File: src/rtl/nrx_hvgen.sv
// nrx_hvgen: New Rally-X video timing generator.
// A free-running /4 prescaler produces the pixel enable. The H/V raster
// counters, blank/sync flags, the per-frame CPU interrupt, the interrupt-enable
// latch (memory A181h) and the IM2 vector register (I/O port 00h) all live here.
//
// Interface notes:
//  - Every output is a flop. No CPU input reaches an output combinationally.
//  - The counters and PCE move together on the edge where the prescaler
//    reads 3. PCE is therefore high during the cycle in which HPOS/VPOS show
//    their new value.
//  - The flags are computed from the next counter values. They change on the
//    same edge as HPOS/VPOS, so there is no skew between flags and position.
module nrx_hvgen #(
    parameter int unsigned H_TOTAL  = 384,
    parameter int unsigned H_ACTIVE = 288,
    parameter int unsigned HS_START = 304,
    parameter int unsigned HS_WIDTH = 32,
    parameter int unsigned V_TOTAL  = 264,
    parameter int unsigned V_ACTIVE = 224,
    parameter int unsigned VS_START = 232,
    parameter int unsigned VS_WIDTH = 8
) (
    input  logic        VCLKx4,
    input  logic        RESET,
    output logic        PCE,
    output logic [8:0]  HPOS,
    output logic [8:0]  VPOS,
    output logic        HBLANK,
    output logic        VBLANK,
    output logic        HSYNC,
    output logic        VSYNC,
    input  logic [15:0] CPUADDR,
    input  logic [7:0]  CPUDI,
    input  logic        CPUMWR,
    input  logic        CPUIOWR,
    input  logic        CPUIACK,
    output logic        IRQ,
    output logic [7:0]  IRQVEC
);

    localparam logic [8:0]  H_LAST   = 9'(H_TOTAL - 1);
    localparam logic [8:0]  V_LAST   = 9'(V_TOTAL - 1);
    localparam logic [8:0]  H_ACT    = 9'(H_ACTIVE);
    localparam logic [8:0]  V_ACT    = 9'(V_ACTIVE);
    localparam logic [8:0]  HS_BEGIN = 9'(HS_START);
    localparam logic [8:0]  HS_END   = 9'(HS_START + HS_WIDTH);
    localparam logic [8:0]  VS_BEGIN = 9'(VS_START);
    localparam logic [8:0]  VS_END   = 9'(VS_START + VS_WIDTH);
    localparam logic [15:0] IRQEN_ADDR = 16'hA181;

    logic [1:0] presc;
    logic       tick;
    logic [8:0] hpos_nxt;
    logic [8:0] vpos_nxt;
    logic       irqen;
    logic       irqen_wr;
    logic       vec_wr;
    logic       irq_set;
    logic       irq_clr;

    // The pixel step happens on the edge where the prescaler reads 3.
    assign tick = (presc == 2'd3);

    // CPU register decodes. The enable latch decodes the full 16-bit address.
    // The vector port decodes only the low byte, which is the Z80 I/O port number.
    assign irqen_wr = CPUMWR && (CPUADDR == IRQEN_ADDR);
    assign vec_wr   = CPUIOWR && (CPUADDR[7:0] == 8'h00);

    // An interrupt is raised when the raster steps onto the first pixel of the
    // first blanked line. The enable used here is the latched value from before
    // any write in the same cycle.
    assign irq_set = tick && (hpos_nxt == 9'd0) && (vpos_nxt == V_ACT) && irqen;
    assign irq_clr = CPUIACK || (irqen_wr && !CPUDI[0]);

    // Next raster position. It holds between pixel enables.
    always_comb begin
        hpos_nxt = HPOS;
        vpos_nxt = VPOS;
        if (tick) begin
            if (HPOS == H_LAST) begin
                hpos_nxt = 9'd0;
                vpos_nxt = (VPOS == V_LAST) ? 9'd0 : VPOS + 9'd1;
            end else begin
                hpos_nxt = HPOS + 9'd1;
            end
        end
    end

    // Prescaler and pixel-enable register.
    always_ff @(posedge VCLKx4) begin
        if (RESET) begin
            presc <= 2'd0;
            PCE   <= 1'b0;
        end else begin
            presc <= presc + 2'd1;
            PCE   <= tick;
        end
    end

    // Raster counters, and flags derived from the position they are moving to.
    always_ff @(posedge VCLKx4) begin
        if (RESET) begin
            HPOS   <= 9'd0;
            VPOS   <= 9'd0;
            HBLANK <= 1'b0;
            VBLANK <= 1'b0;
            HSYNC  <= 1'b0;
            VSYNC  <= 1'b0;
        end else begin
            HPOS   <= hpos_nxt;
            VPOS   <= vpos_nxt;
            HBLANK <= (hpos_nxt >= H_ACT);
            VBLANK <= (vpos_nxt >= V_ACT);
            HSYNC  <= (hpos_nxt >= HS_BEGIN) && (hpos_nxt < HS_END);
            VSYNC  <= (vpos_nxt >= VS_BEGIN) && (vpos_nxt < VS_END);
        end
    end

    // CPU-visible registers: enable latch and IM2 vector.
    always_ff @(posedge VCLKx4) begin
        if (RESET) begin
            irqen  <= 1'b0;
            IRQVEC <= 8'h00;
        end else begin
            if (irqen_wr) begin
                irqen <= CPUDI[0];
            end
            if (vec_wr) begin
                IRQVEC <= CPUDI;
            end
        end
    end

    // Interrupt request is a level that holds until it is cleared.
    // Clear beats set when both happen in the same cycle.
    always_ff @(posedge VCLKx4) begin
        if (RESET) begin
            IRQ <= 1'b0;
        end else if (irq_clr) begin
            IRQ <= 1'b0;
        end else if (irq_set) begin
            IRQ <= 1'b1;
        end
    end

endmodule
File: config.mk
export PLATFORM = sky130hd
export DESIGN_NAME = nrx_hvgen
export DESIGN_NICKNAME = d
export VERILOG_FILES = /design/src/rtl/nrx_hvgen.sv
export SDC_FILE = /design/constraint.sdc
export NUM_CORES = 1
export LEC_CHECK = 0
export CORE_ASPECT_RATIO = 1.2
export CORE_MARGIN = 8
export CORE_UTILIZATION = 30
export DETAILED_ROUTE_END_ITERATION = 12
export PLACE_DENSITY = 0.67
export SLEW_MARGIN = 20
export SYNTH_ARGS = -nofsm -noshare
export SYNTH_HDL_FRONTEND = slang
export SYNTH_SLANG_ARGS = --single-unit
File: constraint.sdc
create_clock -name VCLKx4 -period 2.05 [get_ports VCLKx4]
set_input_delay 0.41 -clock VCLKx4 [delete_from_list [all_inputs] [get_ports VCLKx4]]
set_output_delay 0.41 -clock VCLKx4 [all_outputs]
set_load 0.03 [all_outputs]
==> metrics.cfg, run 1 <==
[critical_path]
path_cells=clkdlybuf4s50_1 -> nor4_4 -> nand2_1 -> or4_4 -> o221a_1 -> nand4_1 -> o31ai_2
crit_path_max_fanout=3
crit_path_max_incr_delay_ps=520
crit_path_start=CPUADDR[2]
r2r_start=HPOS[1]
end_kind=flip-flop
path_delay_family=simple AND/OR/NAND/NOR gates
required_ps=2220
crit_slowest_cell=or4_4
crit_path_start_kind=input pin
crit_buf_inv=1
critPathKind=in2reg
cp.arrival_ps=2190

[logic_synthesis]
ys_ff_latch=35
yosys.cell_types.count=47
synthesis.nets=215
synth_edf_count=0
synth-async-reset-ratio_pct=0
ys_warn_count=0
syn_area_mm2=0.00166
yosys_most_used_dff=dfxtp_1
synth-seq-area-share_pct=42.2
netlist_instances=183
avgSynthCellArea_um2=9.07

[clocking]
cts_buffers=5
cts-root-buf=clkbuf_8
cts_tree=done
clockBufferDepth=2
cts-hold-fix-buffers=0
clock_sinks=35
cts_max_level=2
clk-insertion-delay-late_ps=280
clk_pin_slew_ps=70

[run_status]
status=finished clean

[final_layout]
drive_above_1_share_pct=23.8
final_area_mm2=0.00272
antenna_cells=0
area_growth_pct=64.0
instances_no_fill=335
fin_util_pct=51.4
nNetsFinal=304

[global_route]
grtUsageMet1_pct=12.9
grt_antenna_before_repair=0
grt_first_pass_wirelength_um=7930
gr-usage-met2_pct=18.6
grt_max_degree=22
busiest_layer=met2
grt_pass1_vias=1720
use_met3_pct=4.19
track_usage_pct=11.4
grt.overflow.total=0

[placed_design]
placedInstanceArea_mm2=0.00255
pre_cts_ws_ps=-345
port_buffers=60
hpwl_um=3640
gp_congestion=0.804
dpl.cell_count=326

[sta]
finalWorstSetupSlack_ps=28.3
timing.final.crit_share_pct=98.6
drv_slew=0
worst_pin_slew_ps=327
finClkSkew_ps=7.85
rsz0062_at_grt=true
max_slew_margin_pct=77.6
max_freq_mhz=495
hold_viol_final=0
fin_crit_ps=2020
finalSetupViolations=0

[drt]
first_iter_violations=111
drtPass1Iterations=4
wl_um=4730
ant_nets=0
route.detailed.wl_per_inst_um=14.1
vias=1659
drc=0
vias_per_cell=4.95

[pwr]
power_w=0.00129
peakVddDrop_mv=0.242
power_density_mw_per_mm2=472
p_leak_nw=1.07

[die]
io_pins=61
fp.dieArea_mm2=0.00818
coreArea_mm2=0.00530
die_h_um=97.5
start_util_pct=31.3
rows=29
die_x_um=83.9

[hold_path]
min-delay-path-class=reg2reg
min_from=IRQVEC[2]

[job]
drv_cap=0

-- flip-flops by register name (all words and copies together) (netlist names) --
signal  count
irqen       1
VSYNC       1
HBLANK      1
IRQ         1
HPOS        9
IRQVEC      8
PCE         1
HSYNC       1
presc       2
VBLANK      1
VPOS        9
-- layout make-up --
type	instances	area, µm²
Tap cell	62	77.6
Sequential cell	35	719
Inverter	1	3.75
Fill cell	506	2580
Timing Repair Buffer	89	821
Multi-Input combinational cell	140	1020
Clock inverter	1	5.00
Clock buffer	7	76.3
-- cells in the final DEF (no fill, tap or decap), drive strengths merged, types with 6 or more instances in the layout --
cell	netlist	routed
a21oi	9	9
buf	3	29
clkbuf	5	7
clkdlybuf4s50	0	59
dfxtp	35	35
mux2i	12	12
nand2	14	14
nand3	6	6
nand4	7	7
nor2	30	30
nor2b	6	6
nor3	7	7
xor2	6	6
-- final timing paths --
check	slack [ps]	cells past startpoint	to
worst max-delay path	30	7	IRQ
worst min-delay path	500	2	IRQVEC[2]
worst max register to register	40	7	VSYNC
worst min register to register	500	2	IRQVEC[2]
-- logic make-up after synthesis --
| kind of cell | count (synthesis) | synth area share [%] |
|---|---|---|
| simple gates | 89 | 29.7 |
| flops | 35 | 42.2 |
| compound gates | 27 | 11.4 |
| mux | 13 | 7.92 |
| buf+inv | 9 | 2.79 |
| xor+xnor | 7 | 3.70 |
| fa+ha+maj | 3 | 2.26 |
-- through the flow --
stage	hold slack (ps)	TNS [ps]
4_1_cts	503	0
3_3_place_gp	473	-604
5_1_grt	529	-105
3_5_place_dp	486	-642
6_report	495	0
2_1_floorplan	399	0
-- where the power goes --
group	internal [W]	switching (W)	leakage [nW]
Clock	0.000239	0.000248	0.0422
Combinational	0.0000722	0.0000379	0.740
Sequential	0.000683	0.00000475	0.287
-- worst reg2reg max path, cell delays in order, from the launching register on --
cell	delay, ps
dfxtp_4	360
ha_4	150
nand3_4	100
or4b_4	560
a21o_1	190
a21oi_2	150
nand4b_1	200
nor3_2	220
-- per-layer routing --
metal  vias up  share of wire [%]
li1        843                  -
met1       750                 42
met2        61                 48
met3         5                8.4
met4         0                1.5
met5         -                  0
-- cells in the mapped netlist, types with 2 or more instances --
cell type / count / area (µm²)
dfxtp_1: 35 / 701
nor2_1: 30 / 113
nand2_1: 14 / 52.6
mux2i_1: 12 / 120
a21oi_1: 8 / 40.0
nand4_1: 6 / 37.5
nor2b_1: 6 / 37.5
nor3_1: 6 / 30.0
xor2_1: 6 / 52.6
clkbuf_1: 5 / 18.8
nand3_1: 5 / 25.0
o21ai_0: 5 / 25.0
ha_1: 3 / 37.5
a21o_1: 2 / 15.0
a22oi_1: 2 / 15.0
and3_1: 2 / 12.5
nand4b_1: 2 / 17.5
nor4_1: 2 / 12.5
nor4bb_1: 2 / 20.0
o2bb2a_1: 2 / 20.0
or3_1: 2 / 12.5
-- timing repair --
| action | CTS | global route |
|---|---|---|
| hold endpoints to repair | 0 | 0 |
| endpoints found under the setup margin | 2 | 6 |
| pin swaps | 5 | 2 |
| gates cloned | 1 | 0 |
| buffers inserted | 0 | 0 |
| gates resized for setup | 7 | 12 |
No activity file was read; power rests on OpenSTA's default activity.
==> inputs of run 2 (changes only) <==
--- a/config.mk
+++ b/config.mk
@@ -10,6 +10,7 @@
 export CORE_UTILIZATION = 30
 export DETAILED_ROUTE_END_ITERATION = 12
 export PLACE_DENSITY = 0.67
+export SETUP_SLACK_MARGIN = 0.5
 export SLEW_MARGIN = 20
 export SYNTH_ARGS = -nofsm -noshare
 export SYNTH_HDL_FRONTEND = slang
==> run 2 against run 1 <==
Utilization rose by 1.8 points; routed wire length rose by 8.1%; sequential power barely moved; critical endpoint unchanged; setup slack improved by 18 ps; largest cell class unchanged.
==> metrics.cfg, run 2 (synthesis results as in run 1) <==
[global_route]
grt_max_degree=34  ; was 22
grt.overflow.total=0  ; unchanged
grt_first_pass_wirelength_um=8380  ; was 7930 µm
track_usage_pct=12.4  ; was 11.4%
grt_antenna_before_repair=0  ; unchanged
grt_pass1_vias=1730  ; was 1720

[critical_path]
path_delay_family=simple AND/OR/NAND/NOR gates  ; unchanged
crit_path_start_kind=flip-flop  ; was input pin
path_cells=ha_4 -> nand3_4 -> or4b_4 -> buf_6 -> o31ai_4 -> a22oi_2 -> nand4b_1 -> o31ai_2  ; was clkdlybuf4s50_1 -> nor4_4 -> nand2_1 -> or4_4 -> o221a_1 -> nand4_1 -> o31ai_2
required_ps=2230  ; was 2220 ps
crit_path_max_incr_delay_ps=570  ; was 520 ps
crit_slowest_cell=or4b_4  ; was or4_4
cp.arrival_ps=2180  ; was 2190 ps
crit_path_max_fanout=6  ; was 3
crit_buf_inv=1  ; unchanged
end_kind=flip-flop  ; unchanged
critPathKind=reg2reg  ; was in2reg

[die]
start_util_pct=31.3  ; unchanged
rows=29  ; unchanged
fp.dieArea_mm2=0.00818  ; unchanged
coreArea_mm2=0.00530  ; unchanged
io_pins=61  ; unchanged
die_h_um=97.5  ; unchanged
die_x_um=83.9  ; unchanged

[clocking]
clockBufferDepth=2  ; unchanged
cts_tree=done  ; unchanged
cts_buffers=5  ; unchanged
clk_pin_slew_ps=70  ; about the same
cts-root-buf=clkbuf_8  ; unchanged
clk-insertion-delay-late_ps=290  ; was 280 ps
cts_max_level=2  ; unchanged
clock_sinks=35  ; unchanged

[sta]
max_freq_mhz=499  ; was 495 MHz
finalSetupViolations=0  ; unchanged
drv_slew=0  ; unchanged
worst_pin_slew_ps=368  ; was 327 ps
finalWorstSetupSlack_ps=45.8  ; was 28.3 ps
timing.final.crit_share_pct=97.8  ; was 98.6%
fin_crit_ps=2000  ; was 2020 ps
finClkSkew_ps=4.78  ; was 7.85 ps
rsz0062_at_grt=true  ; unchanged
max_slew_margin_pct=75.4  ; was 77.6%
hold_viol_final=0  ; unchanged

[drt]
vias_per_cell=4.99  ; was 4.95
vias=1668  ; was 1659
route.detailed.wl_per_inst_um=15.3  ; was 14.1 µm
ant_nets=0  ; unchanged
drc=0  ; unchanged
drtPass1Iterations=4  ; unchanged
first_iter_violations=79  ; was 111
wl_um=5110  ; was 4730 µm

[final_layout]
final_cell_mix=nor2_1 (30), buf_4 (22), dfxtp_1 (20), dlygate4sd2_1 (20)  ; was clkdlybuf4s50_1 (59), nor2_1 (30), buf_4 (29)
area_growth_pct=69.8  ; was 64.0%
num-fill-cells=523  ; was 506
instances_no_fill=334  ; was 335
nNetsFinal=303  ; was 304
drive_above_1_share_pct=38.6  ; was 23.8%
seq_area_um2=729  ; was 719 µm²
reg.largest.list=HPOS (9), VPOS (9), IRQVEC (8)  ; unchanged
final_common_cell=nor2_1  ; was clkdlybuf4s50_1
antenna_cells=0  ; unchanged
multi_input_area_mm2=0.00110  ; was 0.00102 mm²

[pwr]
peakVddDrop_mv=0.331  ; was 0.242 mV
p_leak_nw=1.24  ; was 1.07 nW
power_density_mw_per_mm2=487  ; was 472 mW/mm²

[hold_path]
min-delay-path-class=reg2reg  ; unchanged

[placed_design]
port_buffers=60  ; unchanged
gp_congestion=0.787  ; was 0.804
dpl.cell_count=313  ; was 326
pre_cts_ws_ps=-277  ; was -345 ps
hpwl_um=3580  ; was 3640 µm

[job]
drv_cap=0  ; unchanged

[run_status]
status=finished clean  ; unchanged

## run 2: cell count changes in the layout (fill, tap and decap cells not counted), moves of 3 or more
cell	change
buf_4	-7
buf_6	+8
a21oi_1	-4
dfxtp_1	-6
dlygate4sd2_1	+20
clkdlybuf4s50_1	-47
a21oi_2	+4
buf_2	+7
clkdlybuf4s15_2	+11
clkbuf_2	+3
dfxtp_2	+5
clkdlybuf4s15_1	+3
## run 2: report_power, final
part | switching (W) | total, W | internal, W | leakage [nW]
logic | 0.0000418 | 0.000109 | 0.0000673 | 0.890
registers | 0.00000436 | 0.000686 | 0.000681 | 0.291
clock network | 0.000264 | 0.000577 | 0.000313 | 0.0563
## run 2: layout make-up
| type | instances | area share (%) |
|---|---|---|
| Clock buffer | 6 | 3.33 |
| Clock inverter | 2 | 0.489 |
| Inverter | 1 | 0.133 |
| Multi-Input combinational cell | 139 | 39.0 |
| Sequential cell | 35 | 25.9 |
| Tap cell | 62 | 2.75 |
| Timing Repair Buffer | 89 | 28.4 |
## run 2: what timing repair did
action,in CTS,in global routing
hold buffers,0,0
pin swaps,23,12
setup endpoints to repair,48,23
buffers inserted,9,4
gates resized for setup,116,26
## run 2: worst paths after layout
kind / from / to / slack [ps] / cells after the start
hold reg to reg: presc[0] / presc[0] / 430 / 1
hold / removal: presc[0] / presc[0] / 430 / 1
setup reg to reg: presc[0] / IRQ / 50 / 8
setup / recovery: presc[0] / IRQ / 50 / 8
## run 2: layer usage
layer	GRT usage, %	up-vias	wire, µm
li1	-	840	-
met1	13.0	785	2060
met2	22.3	36	2680
met3	4.53	7	283
met4	3.73	0	78
met5	0	-	0
## run 2: worst register-to-register path, cell delays in order (launching register included)
cell and delay (ps):
dfxtp_2 350, ha_4 160, nand3_4 110, or4b_4 570, buf_6 170, o31ai_4 200
a22oi_2 90, nand4b_1 170, o31ai_2 70
## run 2: metrics by stage
stage               power (W)  utilization (%)  hold WS, ps  instance area, µm²  setup TNS, ps
detailed placement   0.000812             47.7          419                2520           -449
global route          0.00143             53.2          448                2820          -47.3
CTS                   0.00139             51.3          437                2720              0
global placement     0.000810             47.7          417                2520           -397
floorplan            0.000739                -          408                1760              0
finish                0.00137             53.2          434                2820              0
==> inputs of run 3 (changes only) <==
--- a/config.mk
+++ b/config.mk
@@ -15,3 +15,4 @@
 export SYNTH_ARGS = -nofsm -noshare
 export SYNTH_HDL_FRONTEND = slang
 export SYNTH_SLANG_ARGS = --single-unit
+export TNS_END_PERCENT = 20
==> run 3 against run 2 <==
Utilization grew 2.0 points; combinational power grew 9%; register-to-register slack about the same; critical path depth up 1; routed wire length rose by 3.9%; global-route usage shrank 0.13 points; sequential cell count did not move; cell count is 2.4% higher; die area unchanged; design area increased by 3.8%; total power is 4.8% lower; critical path type unchanged; critical endpoint unchanged; largest power group unchanged.
==> metrics.cfg, run 3 (synthesis results as in run 1) <==
[die]
coreArea_mm2=0.00530  ; unchanged
io_pins=61  ; unchanged
die_h_um=97.5  ; unchanged
fp.dieArea_mm2=0.00818  ; unchanged
start_util_pct=31.3  ; unchanged
rows=29  ; unchanged
die_x_um=83.9  ; unchanged

[clocking]
clockBufferDepth=2  ; unchanged
cts-root-buf=clkbuf_8  ; unchanged
cts_tree=done  ; unchanged
clk_pin_slew_ps=70  ; about the same
cts_buffers=5  ; unchanged
clk-insertion-delay-late_ps=280  ; was 290 ps
clock_sinks=35  ; unchanged
cts_max_level=2  ; unchanged
cts-hold-fix-buffers=0  ; unchanged

[global_route]
grt_antenna_before_repair=0  ; unchanged
track_usage_pct=12.3  ; was 12.4%
grt_first_pass_wirelength_um=8400  ; was 8380 µm
grt_max_degree=23  ; was 34
grt.overflow.total=0  ; unchanged
grt_pass1_vias=1851  ; was 1730

[final_layout]
instances_no_fill=342  ; was 334
final_common_cell=nor2_1  ; unchanged
reg.largest.list=HPOS (9), VPOS (9), IRQVEC (8)  ; unchanged
drive_above_1_share_pct=36.1  ; was 38.6%
fin_util_pct=55.2  ; was 53.2%
final_cell_mix=nor2_1 (30), dlymetal6s2s_1 (28), buf_4 (27)  ; was nor2_1 (30), buf_4 (22), dfxtp_1 (20), dlygate4sd2_1 (20)
num-fill-cells=485  ; was 523
nNetsFinal=311  ; was 303
antenna_cells=0  ; unchanged
area_growth_pct=76.2  ; was 69.8%

[sta]
max_freq_mhz=496  ; was 499 MHz
finalWorstSetupSlack_ps=33.1  ; was 45.8 ps
max_slew_margin_pct=68.7  ; was 75.4%
finClkSkew_ps=6.02  ; was 4.78 ps
timing.final.crit_share_pct=98.4  ; was 97.8%
worst_pin_slew_ps=466  ; was 368 ps
drv_slew=0  ; unchanged
fin_crit_ps=2020  ; was 2000 ps
rsz0062_at_grt=true  ; unchanged
finalSetupViolations=0  ; unchanged
hold_viol_final=0  ; unchanged

[critical_path]
reg2reg_slack_ps=30  ; was 50 ps
path_cells=ha_4 -> buf_4 -> buf_6 -> nand4_1 -> o21ai_0 -> a21oi_2 -> nor3_2 -> nand4_1 -> o31ai_2  ; was ha_4 -> nand3_4 -> or4b_4 -> buf_6 -> o31ai_4 -> a22oi_2 -> nand4b_1 -> o31ai_2
crit_slowest_cell=dfxtp_2  ; was or4b_4
crit_path_max_fanout=5  ; was 6
end_kind=flip-flop  ; unchanged
crit_path_max_incr_delay_ps=350  ; was 570 ps
required_ps=2250  ; was 2230 ps
crit_path_start_kind=flip-flop  ; unchanged
cp.arrival_ps=2220  ; was 2180 ps
critPathKind=reg2reg  ; unchanged
path_common_cell=nand4_1

[pwr]
p_leak_nw=1.64  ; was 1.24 nW
power_density_mw_per_mm2=446  ; was 487 mW/mm²
peakVddDrop_mv=0.355  ; was 0.331 mV

[drt]
wl_um=5310  ; was 5110 µm
first_iter_violations=53  ; was 79
drtPass1Iterations=4  ; unchanged
vias=1714  ; was 1668
ant_nets=0  ; unchanged
vias_per_cell=5.01  ; was 4.99
drc=0  ; unchanged
route.detailed.wl_per_inst_um=15.5  ; was 15.3 µm

[run_status]
status=finished clean  ; unchanged

[placed_design]
port_buffers=60  ; unchanged
gp_congestion=0.861  ; was 0.787
hpwl_um=3600  ; was 3580 µm
pre_cts_ws_ps=-346  ; was -277 ps
dpl.cell_count=317  ; was 313

[hold_path]
min-delay-path-class=reg2reg  ; unchanged

[job]
drv_cap=0  ; unchanged

-- run 3: cell count changes in the layout (fill, tap and decap cells not counted), sizes merged --
cell	before	now
dlymetal6s2s	2	28
dlygate4sd2	20	4
clkdlybuf4s15	14	5
buf	38	45
clkbuf	9	6
clkdlybuf4s50	12	13
clkinv	2	1
clkinvlp	0	1
inv	1	2
or4b	1	2
-- run 3: path summary, 6_finish.rpt --
check	start	end	depth (start not counted)
worst max-delay path	presc[0]	IRQ	9
worst min-delay path	presc[0]	presc[0]	1
worst max register to register	presc[0]	IRQ	9
worst min register to register	presc[0]	presc[0]	1
-- run 3: layout make-up --
| class | count | area, µm² | area share, % |
|---|---|---|---|
| Sequential cell | 35 | 729 | 24.9 |
| Multi-Input combinational cell | 140 | 1080 | 36.8 |
| Clock inverter | 3 | 18.8 | 0.642 |
| Inverter | 1 | 3.75 | 0.128 |
| Clock buffer | 5 | 68.8 | 2.35 |
| Tap cell | 62 | 77.6 | 2.65 |
| Timing Repair Buffer | 96 | 950 | 32.5 |
-- run 3: timing repair --
item | CTS | global route
pin swaps | 20 | 20
setup endpoints to repair | 47 | 57
buffers inserted | 15 | 1
hold endpoints to repair | 0 | 0
gates resized for setup | 65 | 55
gates cloned | 1 | 0
-- run 3: routing by layer --
layer	wire length, µm	vias up	GRT usage (%)
met5	0	-	0
met4	56	0	3.86
met3	386	5	5.37
met2	2690	51	21.4
met1	2170	798	12.8
li1	-	860	-
-- run 3: through the flow --
| step | cell area, µm² | TNS (ps) | hold WS (ps) | power (W) |
|---|---|---|---|---|
| finish | 2920 | 0 | 434 | 0.00131 |
| global route | 2920 | -141 | 444 | 0.00135 |
| CTS | 2760 | 0 | 437 | 0.00131 |
| detailed placement | 2510 | -561 | 427 | 0.000809 |
| global placement | 2510 | -524 | 417 | 0.000808 |
| floorplan | 1720 | 0 | 408 | 0.000738 |
-- run 3: critical path, delay by kind of cell (launching register included) --
family / cells / cell delay [ps]
buffers and inverters: 2 / 180
adder cells (fa/ha/maj): 1 / 140
AND/OR/NAND/NOR: 3 / 630
flip-flops: 1 / 350
AO/OA/AOI/OAI: 3 / 620
-- run 3: power by group --
| part | total (W) | leakage, nW | internal [W] | switching, W |
|---|---|---|---|---|
| Clock | 0.000502 | 0.0445 | 0.000237 | 0.000264 |
| Combinational | 0.000119 | 1.30 | 0.0000739 | 0.0000447 |
| Sequential | 0.000685 | 0.290 | 0.000680 | 0.00000486 |
| Total | 0.00131 | 1.64 | 0.000991 | 0.000314 |
